===== config.mk =====
export PLATFORM = sky130hd
export DESIGN_NAME = block_loader_flat
export DESIGN_NICKNAME = d
export VERILOG_FILES = /design/src/rtl/mining_pkg.sv /design/src/rtl/block_loader_if.sv /design/src/rtl/block_loader.sv /design/src/flat_wrapper.sv
export SDC_FILE = /design/constraint.sdc
export NUM_CORES = 1
export LEC_CHECK = 0
export CORE_MARGIN = 3
export CORE_UTILIZATION = 50
export DETAILED_ROUTE_END_ITERATION = 8
export GPL_ROUTABILITY_DRIVEN = 0
export HOLD_SLACK_MARGIN = 0.03
export PLACE_DENSITY_LB_ADDON = 0.3
export SLEW_MARGIN = 40
export SYNTH_ARGS = -nofsm -noshare
export SYNTH_HDL_FRONTEND = slang
export SYNTH_SLANG_ARGS = --single-unit

===== constraint.sdc =====
create_clock -name clk -period 7.8 [get_ports clk]
set_clock_uncertainty 0.15 [all_clocks]
set_input_delay 1.56 -clock clk [delete_from_list [all_inputs] [get_ports clk]]
set_output_delay 1.56 -clock clk [all_outputs]
set_load 0.02 [all_outputs]

===== src/rtl/mining_pkg.sv =====
// Package: mining_pkg
// Purpose: shared sizing constants and FSM state encoding for the block loader
//          that feeds the mining core.
// Contents:
//   BLOCK_BYTES  header bytes per job
//   TARGET_W     target width
//   NONCE_W      nonce width
//   BLOCK_W      assembled header width (8 bits per header byte)
//   CNT_W        width of the header byte counter
//   state_t      loader FSM states (the unused code 2'd3 falls back to ST_LOAD)
package mining_pkg;

    localparam int BLOCK_BYTES = 12;
    localparam int TARGET_W    = 8;
    localparam int NONCE_W     = 32;
    localparam int BLOCK_W     = 8 * BLOCK_BYTES;
    localparam int CNT_W       = $clog2(BLOCK_BYTES);

    typedef enum logic [1:0] {
        ST_LOAD = 2'd0,
        ST_RUN  = 2'd1,
        ST_DONE = 2'd2
    } state_t;

endpackage


===== src/rtl/block_loader_if.sv =====
// Interface: block_loader_if
// Purpose: groups the two handshakes the loader exposes to the rest of the
//          system: the header byte stream (byte_in/byte_valid/byte_ready) and
//          the nonce result port (nonce_out/result_valid/result_ack).
// Modports:
//   master  the producer/consumer side: drives bytes and the acknowledge
//   slave   the loader side: drives byte_ready and the result
interface block_loader_if;
    import mining_pkg::*;

    logic [7:0]         byte_in;
    logic               byte_valid;
    logic               byte_ready;
    logic [NONCE_W-1:0] nonce_out;
    logic               result_valid;
    logic               result_ack;

    modport master (
        output byte_in, byte_valid, result_ack,
        input  byte_ready, nonce_out, result_valid
    );

    modport slave (
        input  byte_in, byte_valid, result_ack,
        output byte_ready, nonce_out, result_valid
    );

endinterface


===== src/rtl/block_loader.sv =====
// Module: block_loader
// Purpose: collects a BLOCK_BYTES-byte header one byte per cycle, latches a
//          target, holds start to the mining core until it reports terminado,
//          then offers the captured nonce on a valid/ack port.
// Ports:
//   clk         system clock, all state changes on posedge
//   reset       asynchronous, active-high reset
//   bus         block_loader_if.slave: byte stream in, nonce result out
//   target_in   target value, latched by target_we while loading
//   target_we   target write strobe (ignored outside loading)
//   block_out   assembled header to the core
//   target_out  latched target to the core
//   start       level start to the core, high for the whole run
//   terminado   core done indication
//   nonce_in    core nonce, captured when terminado is seen
//   busy        high while a job is running or its result is pending
module block_loader
    import mining_pkg::*;
(
    input  logic                clk,
    input  logic                reset,
    block_loader_if.slave       bus,
    input  logic [TARGET_W-1:0] target_in,
    input  logic                target_we,
    output logic [BLOCK_W-1:0]  block_out,
    output logic [TARGET_W-1:0] target_out,
    output logic                start,
    input  logic                terminado,
    input  logic [NONCE_W-1:0]  nonce_in,
    output logic                busy
);

    state_t              state_q, state_d;
    logic                ready_q, ready_d;
    logic [CNT_W-1:0]    cnt_q, cnt_d;
    logic [BLOCK_W-1:0]  block_q, block_d;
    logic [TARGET_W-1:0] target_q, target_d;
    logic [NONCE_W-1:0]  nonce_q, nonce_d;

    logic accept;
    logic last_byte;

    // byte_ready is a flop rather than a decode of the state so that it stays
    // low while reset is held and only rises on the first edge after release.
    assign accept    = bus.byte_valid && ready_q && (state_q == ST_LOAD);
    assign last_byte = (cnt_q == CNT_W'(BLOCK_BYTES - 1));

    // State and datapath registers; reset returns every job-related value to
    // zero so a partially loaded header is thrown away.
    always_ff @(posedge clk or posedge reset) begin
        if (reset) begin
            state_q  <= ST_LOAD;
            ready_q  <= 1'b0;
            cnt_q    <= '0;
            block_q  <= '0;
            target_q <= '0;
            nonce_q  <= '0;
        end else begin
            state_q  <= state_d;
            ready_q  <= ready_d;
            cnt_q    <= cnt_d;
            block_q  <= block_d;
            target_q <= target_d;
            nonce_q  <= nonce_d;
        end
    end

    // Next-state logic. The last header byte moves straight to RUN on its own
    // accept edge, so start rises with zero extra latency. The spare state
    // code falls back to LOAD.
    always_comb begin
        state_d = state_q;
        case (state_q)
            ST_LOAD: if (accept && last_byte) state_d = ST_RUN;
            ST_RUN:  if (terminado)           state_d = ST_DONE;
            ST_DONE: if (bus.result_ack)      state_d = ST_LOAD;
            default:                          state_d = ST_LOAD;
        endcase
        ready_d = (state_d == ST_LOAD);
    end

    // Datapath updates: byte write through an indexed part-select at the
    // current counter position, target latch while loading only, and nonce
    // capture on the edge where the core reports completion. The header is
    // kept after a job; the next job overwrites it byte by byte.
    always_comb begin
        cnt_d    = cnt_q;
        block_d  = block_q;
        target_d = target_q;
        nonce_d  = nonce_q;
        if (accept) begin
            block_d[{cnt_q, 3'b000} +: 8] = bus.byte_in;
            cnt_d = last_byte ? '0 : cnt_q + CNT_W'(1);
        end
        if ((state_q == ST_LOAD) && target_we) begin
            target_d = target_in;
        end
        if ((state_q == ST_RUN) && terminado) begin
            nonce_d = nonce_in;
        end
    end

    // Outputs come only from flops or the state decode, never from inputs.
    always_comb begin
        start            = (state_q == ST_RUN);
        busy             = (state_q == ST_RUN) || (state_q == ST_DONE);
        bus.result_valid = (state_q == ST_DONE);
        bus.byte_ready   = ready_q;
        bus.nonce_out    = nonce_q;
        block_out        = block_q;
        target_out       = target_q;
    end

endmodule


===== src/flat_wrapper.sv =====
// flat-port wrapper written by rule: the top's interface ports become plain ports
module block_loader_flat import mining_pkg::*;
  (clk, reset, target_in, target_we, block_out, target_out, start, terminado, nonce_in, busy, bus_byte_in, bus_byte_valid, bus_result_ack, bus_byte_ready, bus_nonce_out, bus_result_valid);
  block_loader_if bus_i ();
  input  logic clk;
  input  logic reset;
  input  logic [TARGET_W-1:0] target_in;
  input  logic target_we;
  output logic [BLOCK_W-1:0] block_out;
  output logic [TARGET_W-1:0] target_out;
  output logic start;
  input  logic terminado;
  input  logic [NONCE_W-1:0] nonce_in;
  output logic busy;
  input wire logic [$bits(bus_i.byte_in)-1:0] bus_byte_in;
  input wire logic [$bits(bus_i.byte_valid)-1:0] bus_byte_valid;
  input wire logic [$bits(bus_i.result_ack)-1:0] bus_result_ack;
  output wire logic [$bits(bus_i.byte_ready)-1:0] bus_byte_ready;
  output wire logic [$bits(bus_i.nonce_out)-1:0] bus_nonce_out;
  output wire logic [$bits(bus_i.result_valid)-1:0] bus_result_valid;
  assign bus_i.byte_in = bus_byte_in;
  assign bus_i.byte_valid = bus_byte_valid;
  assign bus_i.result_ack = bus_result_ack;
  assign bus_byte_ready = bus_i.byte_ready;
  assign bus_nonce_out = bus_i.nonce_out;
  assign bus_result_valid = bus_i.result_valid;
  block_loader u_core (.clk(clk), .reset(reset), .bus(bus_i), .target_in(target_in), .target_we(target_we), .block_out(block_out), .target_out(target_out), .start(start), .terminado(terminado), .nonce_in(nonce_in), .busy(busy));
endmodule

==> results of run 1 <==
kinds of logic after synthesis:
family	count (synthesis)
simple gates	85
xor+xnor	1
buf+inv	48
mux	124
flops	143
fa+ha+maj	8
compound gates	29
placed cells by master, fill, tap and decap left out, types with 2 or more instances in the layout:
master / synthesis / layout
sky130_fd_sc_hd__clkbuf_16: 0 / 17
sky130_fd_sc_hd__and2_1: 4 / 4
sky130_fd_sc_hd__inv_1: 25 / 24
sky130_fd_sc_hd__mux2_2: 104 / 104
sky130_fd_sc_hd__and3_1: 14 / 14
sky130_fd_sc_hd__o21ai_0: 19 / 19
sky130_fd_sc_hd__o2111ai_2: 0 / 2
sky130_fd_sc_hd__clkinv_2: 0 / 2
sky130_fd_sc_hd__nand2_1: 39 / 39
sky130_fd_sc_hd__mux2i_1: 20 / 20
sky130_fd_sc_hd__clkinv_4: 0 / 2
sky130_fd_sc_hd__nand3_2: 4 / 4
sky130_fd_sc_hd__clkdlybuf4s50_1: 0 / 193
sky130_fd_sc_hd__bufinv_16: 0 / 5
sky130_fd_sc_hd__nor2_1: 5 / 5
sky130_fd_sc_hd__ha_1: 8 / 8
sky130_fd_sc_hd__nor3_1: 2 / 2
sky130_fd_sc_hd__clkinvlp_4: 0 / 5
sky130_fd_sc_hd__dfrtp_1: 143 / 143
sky130_fd_sc_hd__nor2b_1: 4 / 4
sky130_fd_sc_hd__nand3_1: 4 / 4
per-layer routing:
metal / vias to the layer above / share of wire, %
met2: 142 / 51
met5: - / 0
met1: 2051 / 40
li1: 1888 / -
met3: 27 / 6.6
met4: 0 / 2.6
area by class of cell:
type	count	area share, %
clock inverters	14	2.502
inverters	25	1.149
clock buffers	18	5.105
multi-input cells	247	24.89
repair buffers	195	22.68
flip-flops and latches	143	41.60
well taps	143	2.080
power by group through the flow:
stage / registers, mW / logic (mW) / clock network [mW]
after floorplan: 1.66 / 0.603 / 0
after global placement: 1.30 / 1.77 / 0
after detailed placement: 1.31 / 1.82 / 0
after CTS: 1.31 / 1.84 / 0.896
after global routing: 1.35 / 1.93 / 0.931
final: 1.31 / 1.81 / 0.883
final timing paths:
kind	slack, ps	from	endpoint	depth (start not counted)
setup / recovery	4250	bus_byte_valid	u_core.block_out[35]	5
hold / removal	350	u_core.block_out[74]	u_core.block_out[74]	2
setup reg to reg	4600	u_core.cnt_q[0]	u_core.block_out[35]	6
hold reg to reg	350	u_core.block_out[74]	u_core.block_out[74]	2
max in group asynchronous	4970	reset	u_core.bus.nonce_out[26]	3
min in group asynchronous	1450	reset	u_core.bus.nonce_out[7]	2
stage by stage:
step	util, %	cells	setup slack, ps	power (mW)	hold WS, ps
final	75.01	785	4247	4.005	347.8
after detailed placement	69.31	753	3815	3.137	341.1
after CTS	75.01	785	4254	4.041	354.1
after global placement	69.17	753	3918	3.069	323.4
after global routing	75.01	785	4137	4.213	360.8
after floorplan	-	438	2252	2.264	431.6
sequential cells by signal (all words and copies together) (netlist names):
signal                 cells
u_core.block_out          96
u_core.bus.byte_ready      1
u_core.bus.nonce_out      32
u_core.cnt_q               4
u_core.state_q             2
u_core.target_out          8
tightest hold or removal path: stages (launching register included):
cell and delay [ps]:
sky130_fd_sc_hd__dfrtp_1 350, sky130_fd_sc_hd__nand2_1 50, sky130_fd_sc_hd__o21ai_0 60
==> summary.md, run 1 <==
| Metric | Value |
|---|---|
| Outcome | `complete, no violations` |
| Total number of vias | `4108` |
| CTS Buf Count | `17` |
| Setup fix buffers added after clock tree synthesis | `0` |
| Main combinational cell family by area after synthesis | `multiplexers` |
| Synth Cell Area | `0.005903 mm²` |
| Synth area leaders | `sky130_fd_sc_hd__dfrtp_1 (61%), sky130_fd_sc_hd__mux2_2 (20%), sky130_fd_sc_hd__mux2i_1 (3.4%)` |
| Share of synthesized area spent on multiplexers | `23.23%` |
| Die span in y | `114.7 µm` |
| WL per Instance | `18.80 µm` |
| Mapped Cells | `438` |
| Post-layout min period | `3553 ps` |
| Number of global-route vias before repair | `4351` |
| Routed Wire Length | `14760 µm` |
| Least-Margin Pin Slew | `696.9 ps` |
| Core box area | `0.01147 mm²` |
| CTS-repair resized insts | `0` |
| Average footprint of a synthesized cell | `13.48 µm²` |
| Endpoint class of the critical path | `register` |
| Met3 GRT Util | `6.977%` |
| Synth cell count leaders | `sky130_fd_sc_hd__dfrtp_1 (143), sky130_fd_sc_hd__mux2_2 (104), sky130_fd_sc_hd__nand2_1 (39)` |
| Final hold violation count | `0` |
| Ys flop type | `sky130_fd_sc_hd__dfrtp_1` |
| Compound-cell area share of the yosys netlist | `3.031%` |
| Fraction of layout instances using a drive strength above 1 | `23.68%` |
| Global-route met1 utilization | `29.07%` |
| Switching part of the total power | `36.00%` |
| Number of setup violations in the final report | `0` |
| Worst setup path class | `input pin to register` |
| Worst EP arrival | `3710 ps` |
| Clock latency on the worst-skew pair | `420 ps` |
| Synth-to-Final Area Change | `45.72%` |
| Horizontal die dimension | `114.7 µm` |
| I/O pin count | `194` |
| Pre-antenna DRT Iters | `4` |
| RSZ-0062 raised after global routing | `no` |
| Max-cap violations | `0` |
| Count of unique library cells instantiated by Yosys | `38` |
| Cell family with the largest share of critical-path delay | `simple AND/OR/NAND/NOR gates` |
| Antenna violations before repair | `0` |
| Number of sinks handled by clock tree synthesis | `143` |
| Leading area contributor after synthesis | `sky130_fd_sc_hd__dfrtp_1` |
| Effective utilization at floorplan | `51.48%` |
| Share of the synthesized netlist area taken by xor and xnor gates | `0.1484%` |
| First-pass GRT wire length | `23200 µm` |
| Post-route clock period utilization | `45.55%` |
| Maximum ir drop on the vdd rail | `0.3131 mV` |
| Area fraction of the dominant cell type after synthesis | `60.62%` |
| Final sum of negative setup slack | `0 ps` |
| CP peak stage delay | `540 ps` |
| Fraction of registers with async set/reset | `100.0%` |
| Standard-cell row count | `39` |
| Gr ovfl total | `0` |
| Final max-slew violation count | `0` |
| Number of levels in the clock H-tree | `4` |
| Kind of launch point of the worst setup path | `input pin` |
| Root buffer selected by CTS | `sky130_fd_sc_hd__clkbuf_16` |
| DRC marker count from the first detailed-route iteration | `261` |
| Number of antenna cells inserted | `0` |
| Antenna Violating Nets Remaining | `0` |
| Final cell area excluding filler cells | `0.008602 mm²` |
| Data required time of the worst path | `7950 ps` |
| Post-synthesis net count | `500` |
| Count of buffers inserted at the top-level ports | `193` |
| P_int | `2.563 mW` |
| Number of warnings printed during yosys synthesis | `0` |
| Highest clock rate | `281.4 MHz` |
| Path class of the lowest-slack min-delay path | `register to register` |
| Average vias per placed instance | `5.233` |
| DRC violation count after routing | `0` |
| Maximum clock path buffer count | `2` |
| Top cell by count, worst path | `sky130_fd_sc_hd__and3_1` |
| Combinational power share | `45.3%` |
| Total track usage | `23.48%` |
| Half-perimeter wire length of the detailed placement result | `10300 µm` |
| Total area of multi-input combinational cells | `0.002141 mm²` |
| Synth Area in Adders | `1.696%` |
| Ordered list of cells on the worst path | `clkdlybuf4s50_1, and3_1, and2_1, and3_1, mux2_2` |
| Post-Synth Simple-Gate Area | `7.948%` |
| Maximum fanout count along the critical path | `14` |
| Leakage | `3.960 nW` |
| GR met2 Demand/Resource | `38.46%` |
| Final-stage net count | `691` |
| Total placed instance area | `0.007948 mm²` |
| Count of hold buffers inserted by post-cts repair | `0` |
| Fill cells | `744` |
| Share of the yosys chip area belonging to registers | `60.62%` |
| Net switching power figure | `1.442 mW` |
| Portion of total power attributed to the clock network | `22.1%` |
| Standard cell with the maximum stage delay on the critical path | `sky130_fd_sc_hd__and3_1` |
| Pin count of the biggest net entering global routing | `76` |
| CTS tree | `yes` |
| Register bit count reported by yosys | `143` |
| Number of enable flip-flop cells after synthesis | `0` |
| Most common cell in the netlist | `sky130_fd_sc_hd__dfrtp_1` |
| Max-slew headroom at the worst pin | `53.44%` |
| Total die area | `0.01315 mm²` |
| Busiest grt layer | `met2` |
| Flip-flop and latch area | `0.003578 mm²` |
| Total buffers and inverters traversed by the critical path | `1` |
| Flop pwr share | `32.7%` |
| Power per cell area | `465.6 mW/mm²` |
| Clock transition at path regs | `60 ps` |
No activity file was read; power rests on OpenSTA's default activity.
==> run 2: changes to the inputs <==
- CORE_UTILIZATION: 50 -> 46
- clock period: 7.8 -> 3.6 ns (I/O delays scaled with it)
==> run 2 against run 1 <==
Net effect: combinational power increased by 120%; clock power increased by 97%; sequential power increased by 110%; worst hold slack got worse by 7.6 ps; first-iteration DRC count decreased by 29%; via count decreased by 0.83%; non-clock buffer count increased by 2; sequential share of layout area about the same; clock-buffer cell count increased by 7.
==> summary.md, run 2 (synthesized netlist as in run 1, its figures left out) <==
| Metric | Value |
|---|---|
| Fill cells | `881 (+18%)` |
| Kind of launch point of the worst setup path | `register` |
| Number of levels in the clock H-tree | `4 (unchanged)` |
| Highest clock rate | `336.8 MHz` |
| Number of instances on the worst hold path | `2 (unchanged)` |
| Power per cell area | `988.6 mW/mm² (+110%)` |
| Commonest non-fill, non-tap cells in the layout | `sky130_fd_sc_hd__clkdlybuf4s50_1 (193), sky130_fd_sc_hd__dfrtp_1 (143), sky130_fd_sc_hd__mux2_2 (104)` |
| Endpoint class of the critical path | `register` |
| Final hold violation count | `0 (unchanged)` |
| Count of buffers inserted at the top-level ports | `193 (unchanged)` |
| Busiest grt layer | `met2` |
| DRC marker count from the first detailed-route iteration | `186 (-29%)` |
| Critical path startpoint | `u_core.cnt_q[1]` |
| Number of global-route vias before repair | `4436 (+2.0%)` |
| Maximum clock path buffer count | `2 (unchanged)` |
| WL per Instance | `17.85 µm (-5.0%)` |
| Total die area | `0.01423 mm² (+8.2%)` |
| DRC violation count after routing | `0 (unchanged)` |
| Net switching power figure | `3.051 mW (+110%)` |
| Pin count of the biggest net entering global routing | `144 (+89%)` |
| Horizontal die dimension | `119.3 µm (+4.0%)` |
| Setup slack of the worst register-to-register path | `630 ps (-3970 ps)` |
| Met3 GRT Util | `5.935% (-1.0 points)` |
| Number of sinks handled by clock tree synthesis | `143 (unchanged)` |
| Total number of vias | `4074 (-0.83%)` |
| GR met2 Demand/Resource | `35.57% (-2.9 points)` |
| Gr ovfl total | `0 (unchanged)` |
| Clock latency on the worst-skew pair | `410 ps (about the same)` |
| Total power after layout | `8.497 mW (+110%)` |
| CTS Buf Count | `17 (unchanged)` |
| RSZ-0062 raised after global routing | `no` |
| Standard-cell row count | `40 (+2.6%)` |
| Average vias per placed instance | `5.030 (-3.9%)` |
| Post-layout min period | `2969 ps` |
| Fraction of layout instances using a drive strength above 1 | `23.36% (-0.31 points)` |
| First-pass GRT wire length | `23360 µm (+0.69%)` |
| Max-cap violations | `0 (unchanged)` |
| Endpoint of the worst-slack reg-to-reg timing path | `u_core.block_out[39]` |
| Max-slew headroom at the worst pin | `51.46% (-2.0 points)` |
| Portion of total power attributed to the clock network | `20.5% (-1.6 points)` |
| Effective utilization at floorplan | `48.14% (-3.3 points)` |
| Flop pwr share | `33.0% (+0.3 points)` |
| Switching part of the total power | `35.91% (-0.091 points)` |
| Combinational power share | `46.5% (+1.2 points)` |
| Setup fix buffers added after clock tree synthesis | `0 (unchanged)` |
| Final max-slew violation count | `0 (unchanged)` |
| Path class of the lowest-slack min-delay path | `register to register` |
| Outcome | `complete, no violations` |
| P_int | `5.446 mW (+110%)` |
| Routed Wire Length | `14460 µm (-2.0%)` |
| Max FFs per register | `96 (unchanged)` |
| Count of hold buffers inserted by post-cts repair | `0 (unchanged)` |
| Pre-antenna DRT Iters | `4 (unchanged)` |
| Final-stage net count | `693 (+0.29%)` |
| Half-perimeter wire length of the detailed placement result | `10190 µm (-1.0%)` |
| Start point of the worst hold path | `u_core.block_out[92]` |
| Least-Margin Pin Slew | `728.1 ps (+31.22 ps)` |
| Maximum fanout count along the critical path | `9 (-5)` |
| I/O pin count | `194 (unchanged)` |
| CTS-repair resized insts | `0 (unchanged)` |
| Maximum ir drop on the vdd rail | `0.5431 mV (+73%)` |
| Flip-flop and latch area | `0.003578 mm² (unchanged)` |
| R2R cell count | `6 (unchanged)` |
| Global-route met1 utilization | `25.12% (-4.0 points)` |
| Total area of multi-input combinational cells | `0.002141 mm² (unchanged)` |
| Number of antenna cells inserted | `0 (unchanged)` |
| Worst Hold Path EP | `u_core.block_out[92]` |
| Number of setup violations in the final report | `0 (unchanged)` |
| Worst R2R Start | `u_core.cnt_q[1]` |
| Total track usage | `20.82% (-2.7 points)` |
| Antenna Violating Nets Remaining | `0 (unchanged)` |
| Post-route clock period utilization | `82.48%` |
| Antenna violations before repair | `0 (unchanged)` |
| Worst EP arrival | `3110 ps (-600 ps)` |
| Data required time of the worst path | `3740 ps (-4210 ps)` |
| Clock transition at path regs | `50 ps (about the same)` |
| Worst setup path class | `register to register` |
| Core box area | `0.01226 mm² (+6.9%)` |
| Most common cell after layout, fill and taps aside | `sky130_fd_sc_hd__clkdlybuf4s50_1` |
| Final sum of negative setup slack | `0 ps (unchanged)` |
| Root buffer selected by CTS | `sky130_fd_sc_hd__clkbuf_16` |
| Leakage | `3.956 nW (-0.10%)` |
| CTS tree | `yes` |
| Synth-to-Final Area Change | `45.59% (about the same)` |
| Die span in y | `119.3 µm (+4.0%)` |
[run 2: worst max path at each step]
stage | end | slack, ps | depth (start not counted)
final | u_core.block_out[39] | 630 | 6
after global routing | u_core.block_out[34] | 460 | 6
after CTS | u_core.block_out[34] | 700 | 6
after detailed placement | u_core.block_out[94] | 570 | 5
after global placement | u_core.block_out[94] | 660 | 5
after floorplan | u_core.block_out[0] | 940 | 1
[run 2: routing by layer]
metal  part of all wire, %  vias to the layer above
met5                     0                        -
met4                   2.0                        0
met3                   5.0                       22
met2                    51                      119
met1                    42                     2045
li1                      -                     1888
[run 2: final cells by class]
type | instances | area share, %
Clock inverter | 5 | 0.9026
Sequential cell | 143 | 41.64
Inverter | 25 | 1.136
Tap cell | 168 | 2.446
Multi-Input combinational cell | 247 | 24.91
Timing Repair Buffer | 197 | 22.97
Clock buffer | 25 | 5.998
[run 2: worst max-delay path, cell delays in order, from the launching register on]
cell and delay [ps]:
sky130_fd_sc_hd__dfrtp_1 570, sky130_fd_sc_hd__inv_1 150, sky130_fd_sc_hd__ha_1 310, sky130_fd_sc_hd__xnor2_1 540
sky130_fd_sc_hd__and2_1 290, sky130_fd_sc_hd__and3_1 450, sky130_fd_sc_hd__mux2_2 390
[run 2: power groups by stage]
stage | combinational (mW) | clock (mW) | sequential (mW)
after floorplan | 1.31 | 0 | 3.60
after global placement | 3.89 | 0 | 2.79
after detailed placement | 3.98 | 0 | 2.82
after CTS | 4.00 | 1.77 | 2.81
after global routing | 4.21 | 1.84 | 2.89
final | 3.95 | 1.74 | 2.80
[run 2: metrics by stage]
| stage | instance area, µm² | hold slack, ps | std cells | util, % | setup WS (ps) |
|---|---|---|---|---|---|
| after CTS | 8588 | 341.4 | 810 | 70.04 | 695.5 |
| after global routing | 8594 | 366.0 | 810 | 70.09 | 461.6 |
| final | 8594 | 340.3 | 810 | 70.09 | 630.7 |
| after global placement | 7989 | 326.8 | 780 | 65.15 | 657.6 |
| after floorplan | 5907 | 431.6 | 438 | - | 938.9 |
| after detailed placement | 7995 | 328.9 | 780 | 65.20 | 573.2 |
==> run 3: changes to the inputs <==
- clock period: 3.6 -> 2.95 ns (I/O delays scaled with it)
==> run 3 against run 2 <==
Net effect: die area stayed put; sequential share of layout area is 0.43 points lower; clock-buffer cell count is 7 lower; sequential power is 22% higher; via count is 2.8% higher; non-clock buffer count is 13 higher; combinational power is 25% higher; routed wire length is 4.7% higher; cell count is 1.9% higher; first-iteration DRC count is 70% higher; clock power is 18% higher.
==> summary.md, run 3 (synthesized netlist as in run 1, its figures left out) <==
| Metric | Value |
|---|---|
| Portion of total power attributed to the clock network | `19.8% (-0.7 points)` |
| Count of buffers inserted at the top-level ports | `193 (unchanged)` |
| Average vias per placed instance | `5.079 (+0.98%)` |
| CTS Buf Count | `17 (unchanged)` |
| First-pass GRT wire length | `24590 µm (+5.3%)` |
| Worst EP arrival | `2680 ps (-430 ps)` |
| CP peak stage delay | `550 ps (-20 ps)` |
| Standard cell with the maximum stage delay on the critical path | `sky130_fd_sc_hd__dfrtp_1` |
| Critical path startpoint | `u_core.cnt_q[1]` |
| Effective utilization at floorplan | `48.14% (unchanged)` |
| Net switching power figure | `3.833 mW (+26%)` |
| Number of levels in the clock H-tree | `4 (unchanged)` |
| Fill cells | `860 (-2.4%)` |
| P_int | `6.581 mW (+21%)` |
| Antenna Violating Nets Remaining | `0 (unchanged)` |
| DRC violation count after routing | `0 (unchanged)` |
| Number of sinks handled by clock tree synthesis | `143 (unchanged)` |
| Antenna violations before repair | `0 (unchanged)` |
| Switching part of the total power | `36.80% (+0.90 points)` |
| Final hold violation count | `0 (unchanged)` |
| Final-stage net count | `706 (+1.9%)` |
| Synth-to-Final Area Change | `47.12%` |
| Setup fix buffers added after clock tree synthesis | `0 (unchanged)` |
| Ordered list of cells on the worst path | `inv_1, ha_1, xnor2_1, and2_1, and3_1, mux2_2` |
| Commonest non-fill, non-tap cells in the layout | `sky130_fd_sc_hd__clkdlybuf4s50_1 (193), sky130_fd_sc_hd__dfrtp_1 (143), sky130_fd_sc_hd__mux2_2 (104)` |
| Total buffers and inverters traversed by the critical path | `1 (unchanged)` |
| Core box area | `0.01226 mm² (unchanged)` |
| Standard-cell row count | `40 (unchanged)` |
| Total number of vias | `4190 (+2.8%)` |
| Final max-slew violation count | `0 (unchanged)` |
| Root buffer selected by CTS | `sky130_fd_sc_hd__clkbuf_16` |
| Total track usage | `22.20% (+1.4 points)` |
| Least-Margin Pin Slew | `607.0 ps (-121.1 ps)` |
| Clock transition at path regs | `60 ps (about the same)` |
| Total die area | `0.01423 mm² (unchanged)` |
| Maximum clock path buffer count | `2 (unchanged)` |
| Outcome | `complete, no violations` |
| RSZ-0062 raised after global routing | `no` |
| Most common cell after layout, fill and taps aside | `sky130_fd_sc_hd__clkdlybuf4s50_1` |
| Number of setup violations in the final report | `0 (unchanged)` |
| Count of hold buffers inserted by post-cts repair | `0 (unchanged)` |
| Final sum of negative setup slack | `0 ps (unchanged)` |
| Worst setup path class | `register to register` |
| DRC marker count from the first detailed-route iteration | `317 (+70%)` |
| Max-slew headroom at the worst pin | `59.45% (+8.0 points)` |
| Worst hold slack across all endpoints | `324.2 ps (-16.13 ps)` |
| Clock latency on the worst-skew pair | `410 ps (about the same)` |
| Post-layout min period | `2534 ps (-435.3 ps)` |
| CTS-repair resized insts | `0 (unchanged)` |
| Start point of the worst hold path | `u_core.block_out[72]` |
| Cell family with the largest share of critical-path delay | `simple AND/OR/NAND/NOR gates` |
| Max-cap violations | `0 (unchanged)` |
| Data required time of the worst path | `3090 ps (-650 ps)` |
| Die span in y | `119.3 µm (unchanged)` |
| Leakage | `4.004 nW (+1.2%)` |
| Power per cell area | `1199 mW/mm² (+21%)` |
| Fraction of layout instances using a drive strength above 1 | `24.96% (+1.6 points)` |
| Path class of the lowest-slack min-delay path | `register to register` |
| Highest clock rate | `394.6 MHz (+17%)` |
| Number of global-route vias before repair | `4557 (+2.7%)` |
| Routed Wire Length | `15140 µm (+4.7%)` |
| Gr ovfl total | `0 (unchanged)` |
| Worst R2R Start | `u_core.cnt_q[1]` |
| CTS tree | `yes` |
| Pre-antenna DRT Iters | `4 (unchanged)` |
| Endpoint class of the critical path | `register` |
| Horizontal die dimension | `119.3 µm (unchanged)` |
| I/O pin count | `194 (unchanged)` |
| Flop pwr share | `32.8% (-0.2 points)` |
| WL per Instance | `18.35 µm (+2.8%)` |
| Post-route clock period utilization | `85.90% (+3.4 points)` |
| Pin count of the biggest net entering global routing | `52 (-64%)` |
| Maximum ir drop on the vdd rail | `0.6437 mV (+19%)` |
| Max FFs per register | `96 (unchanged)` |
| Number of antenna cells inserted | `0 (unchanged)` |
| Kind of launch point of the worst setup path | `register` |
| Maximum fanout count along the critical path | `9 (unchanged)` |
| Combinational power share | `47.3% (+0.8 points)` |
| Half-perimeter wire length of the detailed placement result | `10830 µm (+6.2%)` |
| Fin util | `70.83% (+0.73 points)` |
[run 3: worst register-to-register path, stage by stage (launching register included)]
cell and delay [ps]:
sky130_fd_sc_hd__dfrtp_1 550, sky130_fd_sc_hd__inv_1 160, sky130_fd_sc_hd__ha_1 310, sky130_fd_sc_hd__xnor2_1 220, sky130_fd_sc_hd__and2_1 230, sky130_fd_sc_hd__and3_1 420
sky130_fd_sc_hd__mux2_2 390
[run 3: metal layers]
| metal | vias up | global-route usage, % | part of all wire (%) | wire length, µm |
|---|---|---|---|---|
| li1 | 1910 | - | - | - |
| met1 | 2118 | 26.36 | 39 | 5895 |
| met2 | 136 | 37.51 | 52 | 7860 |
| met3 | 26 | 7.265 | 6.8 | 1037 |
| met4 | 0 | 8.400 | 2.3 | 349 |
| met5 | - | 0 | 0 | 0 |
[run 3: area by class of cell]
type	count	area, µm²	area share [%]
Clock buffer	18	429.2	4.942
Clock inverter	14	143.9	1.657
Inverter	25	97.59	1.124
Multi-Input combinational cell	247	2128	24.51
Sequential cell	143	3578	41.20
Tap cell	168	210.2	2.420
Timing Repair Buffer	210	2097	24.15
[run 3: per-stage QoR]
step / power [mW] / cell area, µm² / worst slack, ps / std cells
final: 10.41 / 8685 / 416.0 / 825
after global routing: 10.98 / 8685 / 231.1 / 825
after CTS: 10.52 / 8685 / 407.3 / 825
after detailed placement: 8.387 / 8112 / 291.0 / 793
after global placement: 8.227 / 8112 / 317.6 / 793
after floorplan: 5.986 / 5907 / 418.9 / 438
[run 3: power by group through the flow]
| stage | Sequential (mW) | Combinational, mW | Clock [mW] |
|---|---|---|---|
| after detailed placement | 3.44 | 4.95 | 0 |
| after global routing | 3.52 | 5.25 | 2.21 |
| after floorplan | 4.39 | 1.60 | 0 |
| after CTS | 3.43 | 4.99 | 2.10 |
| after global placement | 3.39 | 4.83 | 0 |
| final | 3.42 | 4.93 | 2.06 |
[run 3: final timing paths]
kind                                                 end  slack (ps)  cells past startpoint
worst max-delay path                u_core.block_out[33]         420                      6
worst min-delay path                u_core.block_out[72]         320                      2
worst max register to register      u_core.block_out[33]         420                      6
worst min register to register      u_core.block_out[72]         320                      2
max in group asynchronous           u_core.block_out[70]        1550                      3
min in group asynchronous       u_core.bus.nonce_out[14]         460                      2
